`src/rtl/sam_mc6883.sv`:
```
// sam_mc6883: MC6883 SAM model.
// Generates the 6809E E/Q quadrature clocks and decodes CPU addresses into a 74138 select
// code plus a latched memory address. It owns the 16-bit SAM control register, selects
// the bus rate, and runs the VDG video address counter with row repeat.
//
// Ports:
//   clk          system clock
//   reset        synchronous, active-high
//   cpu_addr     6809E address bus
//   cpu_rw       1 = read, 0 = write
//   e, q         6809E E and Q clocks (registered)
//   s            74138 select code (0 RAM .. 7 none), latched at Q rise
//   ram_addr     mapped memory address, latched at Q rise
//   vdg_da0_en   one-clk strobe per VDG byte fetch
//   vdg_hs_n     VDG horizontal sync, active low
//   vdg_fs_n     VDG field sync, active low
//   vid_addr     video fetch address
//   sam_reg      control register readback
module sam_mc6883 #(
    parameter int unsigned PHASE_LEN = 14,
    parameter int unsigned RAM_AW    = 16
) (
    input  logic              clk,
    input  logic              reset,
    input  logic [15:0]       cpu_addr,
    input  logic              cpu_rw,
    output logic              e,
    output logic              q,
    output logic [2:0]        s,
    output logic [RAM_AW-1:0] ram_addr,
    input  logic              vdg_da0_en,
    input  logic              vdg_hs_n,
    input  logic              vdg_fs_n,
    output logic [RAM_AW-1:0] vid_addr,
    output logic [15:0]       sam_reg
);

    localparam int unsigned PhW = (PHASE_LEN > 2) ? $clog2(PHASE_LEN) : 1;
    localparam logic [PhW-1:0] SlowLast = PhW'(PHASE_LEN - 1);
    localparam logic [PhW-1:0] FastLast = PhW'(PHASE_LEN / 2 - 1);

    typedef enum logic [1:0] {StQ0, StQ1, StQ2, StQ3} quarter_e;

    // ------------------------------------------------------------------
    // Clock sequencer
    // ------------------------------------------------------------------
    quarter_e       quarter_q, quarter_d;
    logic [PhW-1:0] phase_q, phase_d;
    logic           e_q, e_d;
    logic           q_q, q_d;
    logic           fast_q, fast_d;
    logic           phase_last;
    logic           q_rise;
    logic           e_fall;

    // State register
    always_ff @(posedge clk) begin
        if (reset) begin
            quarter_q <= StQ0;
            phase_q   <= '0;
            e_q       <= 1'b0;
            q_q       <= 1'b0;
            fast_q    <= 1'b0;
        end else begin
            quarter_q <= quarter_d;
            phase_q   <= phase_d;
            e_q       <= e_d;
            q_q       <= q_d;
            fast_q    <= fast_d;
        end
    end

    // Next-state
    always_comb begin
        phase_last = (phase_q == (fast_q ? FastLast : SlowLast));
        quarter_d  = quarter_q;
        phase_d    = phase_q + PhW'(1);
        if (phase_last) begin
            phase_d = '0;
            unique case (quarter_q)
                StQ0:    quarter_d = StQ1;
                StQ1:    quarter_d = StQ2;
                StQ2:    quarter_d = StQ3;
                default: quarter_d = StQ0;
            endcase
        end
    end

    // Outputs are computed from the next quarter so E/Q come straight from flops
    always_comb begin
        e_d    = (quarter_d == StQ2) || (quarter_d == StQ3);
        q_d    = (quarter_d == StQ1) || (quarter_d == StQ2);
        q_rise = phase_last && (quarter_q == StQ0);
        e_fall = phase_last && (quarter_q == StQ3);
    end

    // ------------------------------------------------------------------
    // Control register and rate selection
    // ------------------------------------------------------------------
    logic [15:0] sam_reg_q, sam_reg_d;
    logic        reg_wr;
    logic        in_rom_space;

    always_comb begin
        sam_reg_d = sam_reg_q;
        reg_wr    = e_fall && !cpu_rw && (cpu_addr[15:5] == 11'h7FE);
        if (reg_wr) begin
            sam_reg_d[cpu_addr[4:1]] = cpu_addr[0];
        end

        // The rate decision uses the register value including a write committing on
        // this same edge, so the cycle right after a rate write already runs at the new rate.
        in_rom_space = cpu_addr[15] && (cpu_addr[15:8] != 8'hFF);
        fast_d       = fast_q;
        if (e_fall) begin
            unique case (sam_reg_d[12:11])
                2'b00:   fast_d = 1'b0;
                2'b01:   fast_d = in_rom_space && !sam_reg_d[15];
                default: fast_d = 1'b1;
            endcase
        end
    end

    // ------------------------------------------------------------------
    // Address decode and latch
    // ------------------------------------------------------------------
    logic [2:0]        s_q, s_d;
    logic [RAM_AW-1:0] ram_addr_q, ram_addr_d;
    logic [2:0]        dec_s;
    logic [15:0]       dec_addr;
    logic              ty;
    logic [1:0]        mm;
    logic              p1;

    always_comb begin
        ty       = sam_reg_q[15];
        mm       = sam_reg_q[14:13];
        p1       = sam_reg_q[10];
        dec_s    = 3'd7;
        dec_addr = cpu_addr;
        if (!cpu_addr[15]) begin
            dec_s = 3'd0;
            // Map type 0, 64K mode with page 1 selected: lower 32K shows the upper bank
            if (!ty && (mm == 2'b10) && p1) begin
                dec_addr = cpu_addr | 16'h8000;
            end
        end else if (cpu_addr[15:8] != 8'hFF) begin
            if (ty) begin
                dec_s = 3'd0;
            end else begin
                unique case (cpu_addr[14:13])
                    2'b00:   dec_s = 3'd1;
                    2'b01:   dec_s = 3'd2;
                    default: dec_s = 3'd3;
                endcase
            end
        end else begin
            unique case (cpu_addr[7:5])
                3'd0:    dec_s = 3'd4;
                3'd1:    dec_s = 3'd5;
                3'd2:    dec_s = 3'd6;
                3'd7: begin
                    // Vectors are fetched from the top of the $A000 ROM
                    dec_s    = 3'd2;
                    dec_addr = cpu_addr & ~16'h4000;
                end
                default: dec_s = 3'd7;
            endcase
        end

        s_d        = s_q;
        ram_addr_d = ram_addr_q;
        if (q_rise) begin
            s_d        = dec_s;
            ram_addr_d = RAM_AW'(dec_addr);
        end
    end

    // ------------------------------------------------------------------
    // Video address counter
    // ------------------------------------------------------------------
    logic [RAM_AW-1:0] vid_addr_q, vid_addr_d;
    logic [RAM_AW-1:0] row_start_q, row_start_d;
    logic [3:0]        row_cnt_q, row_cnt_d;
    logic              fs_q, fs_prev_q;
    logic              hs_q, hs_prev_q;
    logic              fs_fall, hs_fall;
    logic [3:0]        rep_m1;
    logic [15:0]       field_base;

    always_comb begin
        unique case (sam_reg_q[2:0])
            3'd0:    rep_m1 = 4'd11;
            3'd1:    rep_m1 = 4'd2;
            3'd2:    rep_m1 = 4'd2;
            3'd3:    rep_m1 = 4'd1;
            3'd4:    rep_m1 = 4'd1;
            default: rep_m1 = 4'd0;
        endcase

        fs_fall    = fs_prev_q && !fs_q;
        hs_fall    = hs_prev_q && !hs_q;
        field_base = {sam_reg_q[9:3], 9'b0};

        vid_addr_d  = vid_addr_q;
        row_start_d = row_start_q;
        row_cnt_d   = row_cnt_q;
        // Priority fs > hs > da0; a lower event in the same clk is lost
        if (fs_fall) begin
            vid_addr_d  = RAM_AW'(field_base);
            row_start_d = RAM_AW'(field_base);
            row_cnt_d   = 4'd0;
        end else if (hs_fall) begin
            if (row_cnt_q < rep_m1) begin
                vid_addr_d = row_start_q;
                row_cnt_d  = row_cnt_q + 4'd1;
            end else begin
                row_start_d = vid_addr_q;
                row_cnt_d   = 4'd0;
            end
        end else if (vdg_da0_en) begin
            vid_addr_d = vid_addr_q + RAM_AW'(1);
        end
    end

    always_ff @(posedge clk) begin
        if (reset) begin
            sam_reg_q   <= 16'h0000;
            s_q         <= 3'd7;
            ram_addr_q  <= '0;
            vid_addr_q  <= '0;
            row_start_q <= '0;
            row_cnt_q   <= 4'd0;
            fs_q        <= 1'b1;
            fs_prev_q   <= 1'b1;
            hs_q        <= 1'b1;
            hs_prev_q   <= 1'b1;
        end else begin
            sam_reg_q   <= sam_reg_d;
            s_q         <= s_d;
            ram_addr_q  <= ram_addr_d;
            vid_addr_q  <= vid_addr_d;
            row_start_q <= row_start_d;
            row_cnt_q   <= row_cnt_d;
            fs_q        <= vdg_fs_n;
            fs_prev_q   <= fs_q;
            hs_q        <= vdg_hs_n;
            hs_prev_q   <= hs_q;
        end
    end

    assign e        = e_q;
    assign q        = q_q;
    assign s        = s_q;
    assign ram_addr = ram_addr_q;
    assign vid_addr = vid_addr_q;
    assign sam_reg  = sam_reg_q;

endmodule

```
`config.mk`:
```
export PLATFORM = sky130hd
export DESIGN_NAME = sam_mc6883
export DESIGN_NICKNAME = d
export VERILOG_FILES = /design/src/rtl/sam_mc6883.sv
export SDC_FILE = /design/constraint.sdc
export NUM_CORES = 1
export LEC_CHECK = 0
export ABC_AREA = 1
export CAP_MARGIN = 20
export CORE_ASPECT_RATIO = 1.2
export CORE_MARGIN = 3
export CORE_UTILIZATION = 55
export DETAILED_ROUTE_END_ITERATION = 6
export GPL_TIMING_DRIVEN = 0
export MAX_ROUTING_LAYER = met4
export PLACE_DENSITY_LB_ADDON = 0.2
export SLEW_MARGIN = 0
export SYNTH_ARGS = -nofsm -noshare
export SYNTH_HDL_FRONTEND = slang
export SYNTH_SLANG_ARGS = --single-unit
```
`constraint.sdc`:
```
create_clock -name clk -period 4.21 [get_ports clk]
set_input_delay 0.842 -clock clk [delete_from_list [all_inputs] [get_ports clk]]
set_output_delay 0.842 -clock clk [all_outputs]
set_load 0.01 [all_outputs]
```
### Word level (Yosys, flattened, before mapping)

Cells that the tools add are included.

| cells by class | value |
|---|---|
| muxes and demuxes | 25 |
| $add $sub $neg | 3 |
| order comparisons | 3 |
| reduce and logical (&&, ||, !) cells | 30 |
| equality and inequality tests | 19 |

Operator list:

| operator | count |
|---|---|
| 16-bit 2-to-1 mux | 9 |
| 15-bit 2-to-1 mux | 2 |
| 16-bit by 1-bit adder with 16-bit output (second input constant) | 1 |
| 16-bit bitwise mux | 1 |
| 3-bit case mux with 4 select lines | 1 |
| 4-bit case mux with 3 select lines | 1 |
| 11-bit equality test (second input constant) | 1 |
| 1-bit logical AND | 11 |
| 2-bit equality test (second input constant) | 5 |
| 3-bit by 2-bit equality test with 1-bit output (second input constant) | 3 |
| 4-bit by 1-bit adder with 4-bit output (second input constant) | 2 |
| 2-bit by 1-bit equality test with 1-bit output (second input constant) | 4 |
| 4-bit 2-to-1 mux | 2 |
| 8-bit != test (second input constant) | 1 |
| 2-bit OR reduction | 4 |
| 3-bit by 1-bit equality test with 1-bit output (second input constant) | 2 |
| 3-bit equality test (second input constant) | 2 |
| 2-bit logical NOT | 3 |
| 3-bit logical NOT | 2 |
| 3-bit 2-to-1 mux | 2 |
| 2-bit case mux with 3 select lines | 1 |
| 1-bit logical NOT | 5 |
| 4-bit by 5-bit less-than comparator with 1-bit output (second input constant) | 1 |
| 1-bit demux with 4-bit select | 1 |
| 10 further kinds | 13 |

| storage, ports and cells | value |
|---|---|
| output and inout bits | 53 |
| input bits | 22 |
| word-level logic and storage cells | 98 |
| flip-flop bits (word level) | 84 |

### Depth between registers and ports, before layout

Gate-level depths: netlist of the first run.

| depth | value |
|---|---|
| depth after elaboration | 9 |
| mapped depth | 13 |
| depth with buffers taken out | 13 |

### Worst setup path after synthesis of the first run

Ideal clock, no wire load.

| timing | value |
|---|---|
| path type | input port to flip-flop |
| start point | input port cpu_addr[12] |
| end point | register with a tool-made name |
| stages | 8 |
| setup time | 0.132 ns |
| data required time | 4.078 ns |
| setup slack | 2.359 ns |
| path buffers | 1 |
| data arrival time | 1.719 ns |
| path through | nand2_1 > nor2_1 > nand2_1 > nor2_2 > nand3_4 > buf_6 > o21ai_0 > a21oi_1 |

RTL lines:

| item | RTL line | RTL |
|---|---|---|
| start, declared | 25 | `input logic [15:0] cpu_addr,` |

==> metrics.yaml, run 1 <==
cts_buffers: 9
clk_latency_ps: 360
grt_max_degree: 15
synth-async-reset-ratio_pct: 0
seq_area_um2: 1680
crit_type: "input pin to flip-flop"
via_count: 4490
timing.max_cap.violations: 0
cp.required_ps: 4430
clock_sinks: 84
ir_drop_mv: 0.211
multi_input_comb_area_um2: 2180
antenna_found_initial: 0
worst_ep_arrival_time_ps: 2490
first_global_vias: 4326
clock_skew_ps: 12.8
routed_wl_um: 11800
ys_seq_area_share_pct: 39.0
io_buffers: 74
drv_slew: 0
finalNonFillerCells: 822
p_per_area_nw_per_um2: 334
tightest_slew_ps: 632
num_rows: 34
avgSynthCellArea_um2: 6.71
period_needed_ps: 2270
die_x_um: 86.8
path_common_cell: "clkbuf_1"
antennaDiodeCount: 0
post_dp_cell_area_um2: 5160
grt_pass1_wl_um: 19300
setup_viol: 0
dp_cells: 806
status: "finished, final reports clean"
wl_per_cell_um: 14.4
hold_viol: 0
ant_nets: 0
slew_headroom_pct: 57.9
synth_commonest_cells: "nand2_1, inv_1, dfxtp_1"
die_y_um: 103
rsz0062_at_grt: "false"
cts_setup_buffers: 0
finalSetupTns_ps: 0
min_period_over_period_pct: 53.8
slowest_delay_ps: 530
synth_seq_cells: 84
setup.worst_path.end_class: "flip-flop"
fin_util_pct: 73.3
clk_path_buf_depth: 2
io_pins: 75
cts_tree: "yes"
timing.final.ws_setup_ps: 1940
startpoint_type: "input pin"
fillers: 618
fp.coreArea_um2: 7440
drt-initial-drc-count: 248
areaGrowthSynthToFinish_pct: 26.7
yosysWarningCount: 0
syn_inst: 642
drive_gt1_share_pct: 6.42
hpwl_um: 8810
start_util_pct: 57.9
synth_ff_type: "dfxtp_1"
routabilityCongestion: 0.930
root_buffer: "clkbuf_8"
drt_pass1_iterations: 5
cts-htree-levels: 3
netlist_area_um2: 4310
p_leak_nw: 2.34
crit_chain: "clkdlybuf4s50_1, clkbuf_1, clkbuf_1, a21oi_1"
synth_edf_count: 0
ctsHoldBuffers: 0
vias_per_cell: 5.46
synth_top_cell_by_area: "dfxtp_1"
post_cts_resized: 0
critPathSlowestCell: "clkdlybuf4s50_1"
nets: 759
synth_cell_type_count: 35
drc: 0
grt.overflow.total: 0
cts.reportedPaths.clkPinSlew_ps: 90
synth_nets: 674
worstHoldPathType: "flip-flop to flip-flop"
yosysMostFrequentCell: "nand2_1"
dieArea_um2: 8940
hold_ws_ps: 431
final_area_um2: 5460
grt_usage_pct: 27.9
netlist.area_leader.share_pct: 39.0
pre_cts_ws_ps: 1570
total_power_mw: 1.82
cp_max_fo: 10
synth_area_leaders: "dfxtp_1, nand2_1, inv_1, a21oi_1, nand3_1"
max_freq_mhz: 441
-- per-layer routing --
layer | GRT usage (%) | part of all wire, % | wire [um] | vias to the layer above
li1 | - | - | - | 2223
met1 | 29.6 | 38 | 4500 | 2051
met2 | 50.7 | 53 | 6250 | 191
met3 | 5.20 | 6.4 | 752 | 25
met4 | 11.4 | 2.7 | 320 | 0
met5 | - | 0 | 0 | -
-- cell type report --
class                      count  share of cell area, %
buffer                        15                   1.47
clock buffer                  10                   2.52
clock inverter                 6                   2.91
inverter                      97                   6.72
multi-input combinational    446                   39.9
sequential                    84                   30.8
tap                           90                   2.06
timing repair buffer          74                   13.6
-- report_power, final --
| group | internal [mW] | leakage (nW) | switching [mW] |
|---|---|---|---|
| clock | 0.531 | 0.147 | 0.303 |
| sequential | 0.809 | 0.681 | 0.0186 |
| combinational | 0.0647 | 1.51 | 0.0972 |
| total | 1.41 | 2.34 | 0.419 |
-- final timing paths --
kind / startpoint / endpoint / slack [ps] / cells past startpoint
max reg2reg: flip-flop / vid_addr[1] / 2280 / 11
min reg2reg: hs_q / hs_prev_q / 430 / 2
min: hs_q / hs_prev_q / 430 / 2
max: reset / flip-flop / 1940 / 4
-- worst max-delay path: cells and delay by family --
kind / cells / cell delay, ps
compound gates: 1 / 90
buf+inv: 3 / 1540
-- cells in the final DEF (no fill, tap or decap), types with 7 or more instances in the layout --
cell type / n
inv_1: 87
clkdlybuf4s50_1: 74
clkbuf_8: 10
inv_2: 7
xor2_1: 7
nand4_1: 8
clkbuf_1: 8
nor2_1: 60
nand2_1: 163
nand3_1: 51
o21ai_0: 47
a21oi_1: 63
ha_1: 10
dfxtp_1: 84
-- kinds of logic (layout without fill, tap and decap cells) --
logic type | after synthesis | in the layout | synth area share [%]
AO/OA/AOI/OAI | 123 | 123 | 14.7
XOR/XNOR | 8 | 8 | 1.63
adder cells (fa/ha/maj) | 10 | 10 | 2.90
buffers and inverters | 112 | 202 | 10.4
flip-flops | 84 | 84 | 39.0
AND/OR/NAND/NOR | 305 | 305 | 31.4
Power figures use the tool's default switching activity.
==> run 2, diff against run 1 <==
- CORE_UTILIZATION: 55 -> 53
- clock period: 4.21 -> 2.3 ns (I/O delays scaled with it)
==> run 2 against run 1 <==
Utilization down 4.6 points. Highest routed layer unchanged. Non-clock buffer count unchanged. Sequential power up 84%. Combinational power up 83%. Clock skew up 3.1 ps. Largest power group is now sequential cells. Count of clock-buffer cells in the layout down 1. Flip-flop and latch count unchanged. Setup slack worse by 1500 ps. Final cell count up 0.24%. Clock power up 26%. Largest cell class unchanged.
==> metrics.yaml, run 2 (synthesis gave the netlist of run 1 again) <==
grt.overflow.total: 0  # unchanged
clk_latency_ps: 360  # about the same
drv_slew: 0  # unchanged
p_per_area_nw_per_um2: 535  # +60%
via_count: 4427  # -1.4%
ant_nets: 0  # unchanged
cts-htree-levels: 3  # unchanged
die_x_um: 88.3  # +1.7%
rsz0062_at_grt: "false"
setup_viol: 0  # unchanged
io_buffers: 74  # unchanged
routabilityCongestion: 0.975  # +4.8%
hold_ws_ps: 437  # +5.69 ps
nets: 759  # unchanged
critPathTopFamily: "simple AND/OR/NAND/NOR gates"
path_common_cell: "nand2_1"
slew_headroom_pct: 61.2  # +3.3 points
worstHoldPathType: "flip-flop to flip-flop"
ir_drop_mv: 0.285  # +35%
period_needed_ps: 1880
drt_pass1_iterations: 4  # -1
mostFrequentLayoutCells: "nand2_1, inv_1, dfxtp_1"
clk_path_buf_depth: 2  # unchanged
total_power_mw: 2.86  # +57%
routed_wl_um: 11600  # -2.0%
max_freq_mhz: 531
cp.required_ps: 2580  # -1850 ps
grt_pass1_wl_um: 19600  # +1.7%
crit_buf_inv: 2  # -1
mostFrequentLayoutCell: "nand2_1"
clock_skew_ps: 15.9  # +3.13 ps
post_dp_cell_area_um2: 5160  # about the same
die_y_um: 105  # +1.8%
dieArea_um2: 9250  # +3.5%
status: "finished, final reports clean"
vias_per_cell: 5.37  # -1.6%
crit_chain: "inv_1, o21ai_0, ha_1, nand2_1, nand2_1, nand2_4, nand2_4, buf_6, nand2_1, nand3_1, a21oi_1"
antennaDiodeCount: 0  # unchanged
slowest_delay_ps: 400  # -130 ps
pre_cts_ws_ps: 91.7  # -1480 ps
critPathSlowestCell: "dfxtp_1"
hold_viol: 0  # unchanged
grt_max_degree: 15  # unchanged
ctsHoldBuffers: 0  # unchanged
p_leak_nw: 2.29  # -1.9%
fp.coreArea_um2: 7790  # +4.7%
cts.reportedPaths.clkPinSlew_ps: 90  # about the same
seq_area_um2: 1680  # unchanged
setup.worst_path.end_class: "flip-flop"
drc: 0  # unchanged
tightest_slew_ps: 582  # -50.2 ps
finalSetupTns_ps: 0  # unchanged
post_cts_resized: 0  # unchanged
final_area_um2: 5360  # -1.9%
start_util_pct: 55.3  # -2.6 points
io_pins: 75  # unchanged
antenna_found_initial: 0  # unchanged
num_rows: 35  # +2.9%
drt-initial-drc-count: 264  # +6.5%
root_buffer: "clkbuf_8"
cp_max_fo: 10  # unchanged
grt_usage_pct: 26.9  # -1.1 points
areaGrowthSynthToFinish_pct: 24.3
first_global_vias: 4328  # +0.046%
worst_ep_arrival_time_ps: 2160  # -330 ps
cts_setup_buffers: 0  # unchanged
crit_type: "flip-flop to flip-flop"
timing.final.ws_setup_ps: 416  # -1530 ps
drive_gt1_share_pct: 6.42  # unchanged
min_period_over_period_pct: 81.9
wl_per_cell_um: 14.1  # -2.3%
fillers: 690  # +12%
timing.max_cap.violations: 0  # unchanged
hpwl_um: 8770  # -0.47%
clock_sinks: 84  # unchanged
cts_buffers: 9  # unchanged
startpoint_type: "flip-flop"
cts_tree: "yes"
multi_input_comb_area_um2: 2180  # unchanged
-- run 2: cell types whose count changed in the layout (fill, tap and decap cells not counted), sizes merged --
cell    previous run  this run
clkbuf            19        18
bufinv             5         1
clkinv             3         8
-- run 2: worst register-to-register path: cells and delay by family (launching register included) --
kind            cells  cell delay, ps
simple gates        6             560
buf+inv             2             260
compound gates      2             350
fa+ha+maj           1             250
flops               1             400
-- run 2: final cells by class --
type / count / area share, %
Multi-Input combinational cell: 446 / 40.7
Buffer: 15 / 1.50
Tap cell: 92 / 2.15
Timing Repair Buffer: 74 / 13.8
Sequential cell: 84 / 31.4
Clock buffer: 9 / 2.31
Clock inverter: 7 / 1.26
Inverter: 97 / 6.85
-- run 2: layer usage --
| metal | wire (um) | up-vias | track usage [%] |
|---|---|---|---|
| li1 | - | 2223 | - |
| met1 | 4720 | 2007 | 31.7 |
| met2 | 5940 | 168 | 45.8 |
| met3 | 651 | 29 | 4.10 |
| met4 | 268 | 0 | 9.07 |
| met5 | 0 | - | - |
-- run 2: path summary, 6_finish.rpt --
kind | end | cells past startpoint | slack [ps] | startpoint
worst max-delay path | row_start_q[7] | 11 | 420 | flip-flop
worst min-delay path | hs_prev_q | 2 | 440 | hs_q
worst max register to register | row_start_q[7] | 11 | 420 | flip-flop
worst min register to register | hs_prev_q | 2 | 440 | hs_q
-- run 2: where the power goes --
group | switching, mW | internal, mW
clock | 0.555 | 0.498
combinational | 0.178 | 0.119
sequential | 0.0336 | 1.48
-- run 2: metrics by stage --
step           util, %  std cells
6_report          68.7        824
5_1_grt           68.7        824
4_1_cts           68.7        824
3_5_place_dp      66.2        808
3_3_place_gp      66.2        808
2_1_floorplan        -        642
